==> src/rtl/repairmb_pkg.sv <==
`default_nettype none
// ============================================================================
// Module      : repairmb_pkg
// Description : Shared encodings for the REPAIRMB lane-repair step. Holds the
//               session FSM state encoding and the check result encoding, so
//               the module-side checker and the LTSM agree on both.
// Ports       : none (package)
// Revision    : 1.0 - initial release
// ============================================================================
package repairmb_pkg;

  // Session state: idle, or holding a degraded map while a recheck is awaited.
  typedef enum logic [0:0] {
    S_IDLE         = 1'b0,
    S_WAIT_RECHECK = 1'b1
  } state_e;

  // Classification result. RES_NONE is never produced by the classifier; it
  // stays reserved so an all-zero code never aliases a real outcome.
  typedef enum logic [1:0] {
    RES_NONE        = 2'd0,
    RES_CONTINUE    = 2'd1,
    RES_REPEAT      = 2'd2,
    RES_TRAIN_ERROR = 2'd3
  } result_e;

endpackage : repairmb_pkg
`default_nettype wire

==> src/rtl/repairmb_map_classify.sv <==
`default_nettype none
// ============================================================================
// Module      : repairmb_map_classify
// Description : Combinational classifier for a reported functional-lane map.
//               Decides continue / repeat / train-error for either the first
//               check of a session or a recheck against the stored map.
// Ports       : i_map           - reported functional map (bit=1 lane group ok)
//               i_stored_map    - map stored by the previous repeat
//               i_first_check   - 1 when no session is in progress
//               i_attempts_left - 1 while another repeat is still allowed
//               o_result        - result code (RES_CONTINUE/REPEAT/TRAIN_ERROR)
// Revision    : 1.0 - initial release
// ============================================================================
module repairmb_map_classify
  import repairmb_pkg::*;
#(
  parameter int NUM_GROUPS = 2
) (
  input  logic [NUM_GROUPS-1:0] i_map,
  input  logic [NUM_GROUPS-1:0] i_stored_map,
  input  logic                  i_first_check,
  input  logic                  i_attempts_left,
  output result_e               o_result
);

  logic w_map_zero;
  logic w_map_all;
  logic w_map_same;
  logic w_regrowth;

  assign w_map_zero = (i_map == '0);
  assign w_map_all  = &i_map;
  assign w_map_same = (i_map == i_stored_map);
  // A group absent from the stored map must never come back.
  assign w_regrowth = |(i_map & ~i_stored_map);

  always_comb begin
    o_result = RES_TRAIN_ERROR;
    if (i_first_check) begin
      if (w_map_zero) begin
        o_result = RES_TRAIN_ERROR;
      end else if (w_map_all) begin
        o_result = RES_CONTINUE;
      end else begin
        o_result = RES_REPEAT;
      end
    end else begin
      // An unchanged map is accepted even when no attempts remain.
      if (w_map_same) begin
        o_result = RES_CONTINUE;
      end else if (!w_map_zero && !w_regrowth && i_attempts_left) begin
        o_result = RES_REPEAT;
      end else begin
        o_result = RES_TRAIN_ERROR;
      end
    end
  end

endmodule : repairmb_map_classify
`default_nettype wire

==> config.mk <==
export PLATFORM = sky130hd
export DESIGN_NAME = repairmb_map_classify
export DESIGN_NICKNAME = d
export VERILOG_FILES = /design/src/rtl/repairmb_pkg.sv /design/src/rtl/repairmb_map_classify.sv
export SDC_FILE = /design/constraint.sdc
export NUM_CORES = 1
export LEC_CHECK = 0
export ABC_AREA = 1
export CAP_MARGIN = 25
export CORE_AREA = 2 2 39 41
export DETAILED_ROUTE_END_ITERATION = 10
export DIE_AREA = 0 0 41 43
export GPL_TIMING_DRIVEN = 0
export SETUP_SLACK_MARGIN = 0.5
export SKIP_LAST_GASP = 1
export SYNTH_ARGS = -nofsm -noshare
export SYNTH_HDL_FRONTEND = slang
export SYNTH_SLANG_ARGS = --single-unit
==> constraint.sdc <==
create_clock -name vclk -period 1.25
set_input_delay 0.125 -clock vclk [all_inputs]
set_output_delay 0.125 -clock vclk [all_outputs]
set_load 0.01 [all_outputs]
# Word level (Yosys, flattened, before mapping)
# Cells that the tools add are included.
dict set report word_totals {
  regBits 0
  inputBits 6
  output_inout_bits 2
  elab_cells 15
}
dict set report op_classes {
  eq_ne 1
  n_mux 5
  n_bitwise 2
  reduce_logical 7
}
# op n
set op_table {}
lappend op_table {{2-to-1 mux 2 bit} 4}
lappend op_table {{bitwise AND 2 bit} 1}
lappend op_table {{equality test 2 bit} 1}
lappend op_table {{logical AND 1 bit} 2}
lappend op_table {{logical NOT 1 bit} 2}
lappend op_table {{logical NOT 2 bit} 1}
lappend op_table {{inverter 2 bit} 1}
lappend op_table {{AND reduction 2 bit} 1}
lappend op_table {{OR reduction 2 bit} 1}
lappend op_table {{2-to-1 mux 1 bit} 1}

# Longest topological paths before layout
dict set report logic_depth {
  word_depth 9
  depth_mapped 6
  mapped_depth_nobuf 6
}

# Worst setup path before layout
# OpenSTA, ideal clock, no wires.
dict set report synth_path {
  path_type {input -> output}
  start {input i_stored_map[1]}
  end {output o_result[0]}
  arrival_ns 0.701
  t_required_ns 1.125
  setup_slack_ns 0.424
  cell_stages 6
  path_buffers 0
  cell_sequence {inv_1 -> ha_1 -> nand2_1 -> nand2_2 -> nor2_1 -> nor2_1}
}
dict set report synth_via {
  elab_chain_len 9
  word_cells_on_any_way 10
  classes_between {1 x eq/ne; 3 x mux; 2 x bitwise; 4 x reduce/logical}
}
# element line
set synth_lines {}
lappend synth_lines {{start, declared} repairmb_map_classify.sv:20} ;# input logic [NUM_GROUPS-1:0] i_stored_map,
lappend synth_lines {{inverter 2 bit} repairmb_map_classify.sv:35} ;# assign w_regrowth = |(i_map & ~i_stored_map);
lappend synth_lines {{bitwise AND 2 bit} repairmb_map_classify.sv:35}
lappend synth_lines {{OR reduction 2 bit} repairmb_map_classify.sv:35}
lappend synth_lines {{logical NOT 1 bit} repairmb_map_classify.sv:51} ;# end else if (!w_map_zero && !w_regrowth && i_attempts_left) begin
lappend synth_lines {{logical AND 1 bit (2 in a row)} repairmb_map_classify.sv:51}
lappend synth_lines {{2-to-1 mux 1 bit} repairmb_map_classify.sv:51}
lappend synth_lines {{2-to-1 mux 2 bit (*)} repairmb_map_classify.sv:49} ;# if (w_map_same) begin
lappend synth_lines {{2-to-1 mux 2 bit (*)} repairmb_map_classify.sv:39} ;# if (i_first_check) begin
lappend synth_lines {{end, declared} repairmb_map_classify.sv:23} ;# output result_e o_result
# Mark *: on every way between the ends. The rest lies on a longest branch, timed or not.

# Worst setup path in the final report
dict set report layout_path {
  start {input i_stored_map[0]}
  end {output o_result[0]}
}
# The elaborated chain is that of the path after synthesis.

==> flow_summary_export.csv <==
group,metric,value,unit
die,die_area,0.00176,mm^2
outcome,status,"complete, no violations",
pwr,vdd_drop_max,0.0542,mV
sta,fin_crit,953,ps
sta,fin_crit_sh,76.3,%
cells_and_area,num_antenna_cells,0,
die,io_pins,8,
sta,slew_headroom,91.2,%
sta,hold_viol_final,0,
sta,rsz0062_at_grt,"yes",
critical_path,crit_arrival,830,ps
placed_design,gp_congestion,0.508,
die,core.rowCount,14,
yosys,yosysWarnings,0,
cells_and_area,clkbuf_count,0,
cells_and_area,design_area,285,um^2
cells_and_area,area_delta_synth_final,145,%
yosys,yosys-top-cells-area,"ha_1, inv_1, nand2_1",
pwr,switching_share,44.7,%
yosys,synth_area_per_cell,5.82,um^2
grt,use_met2,7.19,%
sta,hold_ws,671,ps
pwr,power.switching,0.0000382,W
die,die_w,41,um
grt,antenna_found_initial,0,
pwr,p_seq_share,0,%
critical_path,cp-start-kind,"input port",
routing,drt_iter0_drc,0,
cells_and_area,nFillCells,162,
job,maxCapViolCount,0,
routing,post_drt_wl_per_cell,6.23,um
routing,routed-via-count,132,
pwr,power.density,300,mW/mm^2
pwr,cellInternalPower,0.0000473,W
grt,grt_max_degree,4,
die,core,0.00138,mm^2
routing,dr.pass1.iters,1,
placed_design,dpl_cell_area,264,um^2
grt,grt_pass1_wl,427,um
critical_path,path_max_fanout,2,
pwr,p_leak,0.134,nW
yosys,synth_cell_types,7,
die,initial_core_util,8.41,%
sta,fmax,1050,MHz
sta,maxSlewViolCount,0,
yosys,synth_top_area_share,43.0,%
grt,grt_use_met3,1.05,%
pwr,power_frac_clock,0,%
placed_design,dp_slack,-683,ps
critical_path,critPathKind,"in2out",
critical_path,cp.required,1120,ps
cells_and_area,drive_gt1_share,67.9,%
yosys,yosysSeqAreaShare,0,%
cells_and_area,multi_input_area,138,um^2
cells_and_area,n_sequential_cell,0,
routing,vias_per_cell,3.00,
grt,overflow,0,
grt,track_usage,3.30,%
grt,top_usage_layer,"met2",
yosys,syn-num-nets,30,
critical_path,crit_slowest_cell,"ha_4",
critical_path,max_stage_delay,250,ps
placed_design,portBuffers,8,
yosys,synthesis.area,116,um^2
critical_path,worstPathCellList,"buf_8 -> inv_12 -> ha_4 -> nand2_2 -> nand2_2 -> nor2_2 -> nor2_2 -> buf_2",
routing,drtAntennaViolNets,0,
sta,worst_pin_slew,130,ps
yosys,synth_cells,20,
sta,setup_violations,0,
cells_and_area,postLayoutCoreUtil,20.6,%
die,die_h,43,um
cells_and_area,register_area,0,um^2
grt,met1_usage,2.53,%
cells_and_area,num-nets-final,40,
routing,drc_errors,0,
pwr,combPwrFrac,100.0,%
yosys,synth_top_area_cell,"ha_1",
grt,grt_pass1_vias,137,
routing,drt-total-wl,274,um
critical_path,cp-end-kind,"output port",
sta,setup_ws,297,ps
min_path,hp-class,"in2out",
placed_design,dp_hpwl,220,um
## path summary, 6_finish.rpt
| path | start | cells past startpoint | slack [ps] | end |
|---|---|---|---|---|
| worst max-delay path | i_stored_map[0] | 8 | 300 | o_result[0] |
| worst min-delay path | i_map[1] | 4 | 670 | o_result[1] |
## cells by family (layout without fill, tap and decap cells)
family,Yosys count,after routing,share of synthesized area (%)
AOI/OAI and AO/OA,1,1,4.30
and+or+nand+nor,8,8,30.1
adders and majority gates,4,4,43.0
buffers and inverters,7,15,22.6
## critical path, delay by kind of cell
family        cells  cell delay (ps)
simple gates      4              220
fa+ha+maj         1              250
buf+inv           3              240
## cells in the final DEF, fill, tap and decap left out
cell type	netlist	layout
buf_2	0	2
buf_6	0	1
buf_8	0	3
dlygate4sd2_1	0	2
ha_1	4	1
ha_4	0	3
inv_1	7	3
inv_12	0	1
inv_2	0	1
inv_4	0	2
nand2_1	3	2
nand2_2	1	2
nor2_2	1	4
o21ai_0	1	1
## cells in the mapped netlist
cell type / instances
ha_1: 4
inv_1: 7
nand2_1: 3
nand2_2: 1
nor2_1: 3
nor2_2: 1
o21ai_0: 1
## metrics by stage
stage                     setup TNS, ps  total power, W  instances
after global placement            -1330       0.0000830         44
final                                 0       0.0000856         44
after CTS                             0       0.0000803         44
after detailed placement          -1320       0.0000832         44
after floorplan                       0       0.0000401         20
after global routing                  0       0.0000960         44
## per-layer routing
layer	share of wire (%)	vias up
met2	50	6
li1	-	73
met4	0	0
met1	36	53
met3	14	0
met5	0	-
## layout make-up
cell class | instances | area share [%]
repair buffers | 8 | 29.4
inverters | 7 | 15.4
well taps | 16 | 7.02
multi-input cells | 13 | 48.2
## what timing repair did
action	in CTS	in global routing
pin swaps	7	3
gates resized for setup	38	4
buffers inserted	0	0
endpoints found under the setup margin	2	2
hold buffers	0	0
## power groups by stage
stage          Sequential [W]  Combinational (W)  Clock, W
6_report                    0          0.0000856         0
5_1_grt                     0          0.0000960         0
4_1_cts                     0          0.0000803         0
3_5_place_dp                0          0.0000832         0
3_3_place_gp                0          0.0000830         0
2_1_floorplan               0          0.0000401         0
(Power assumes the default switching activity.)
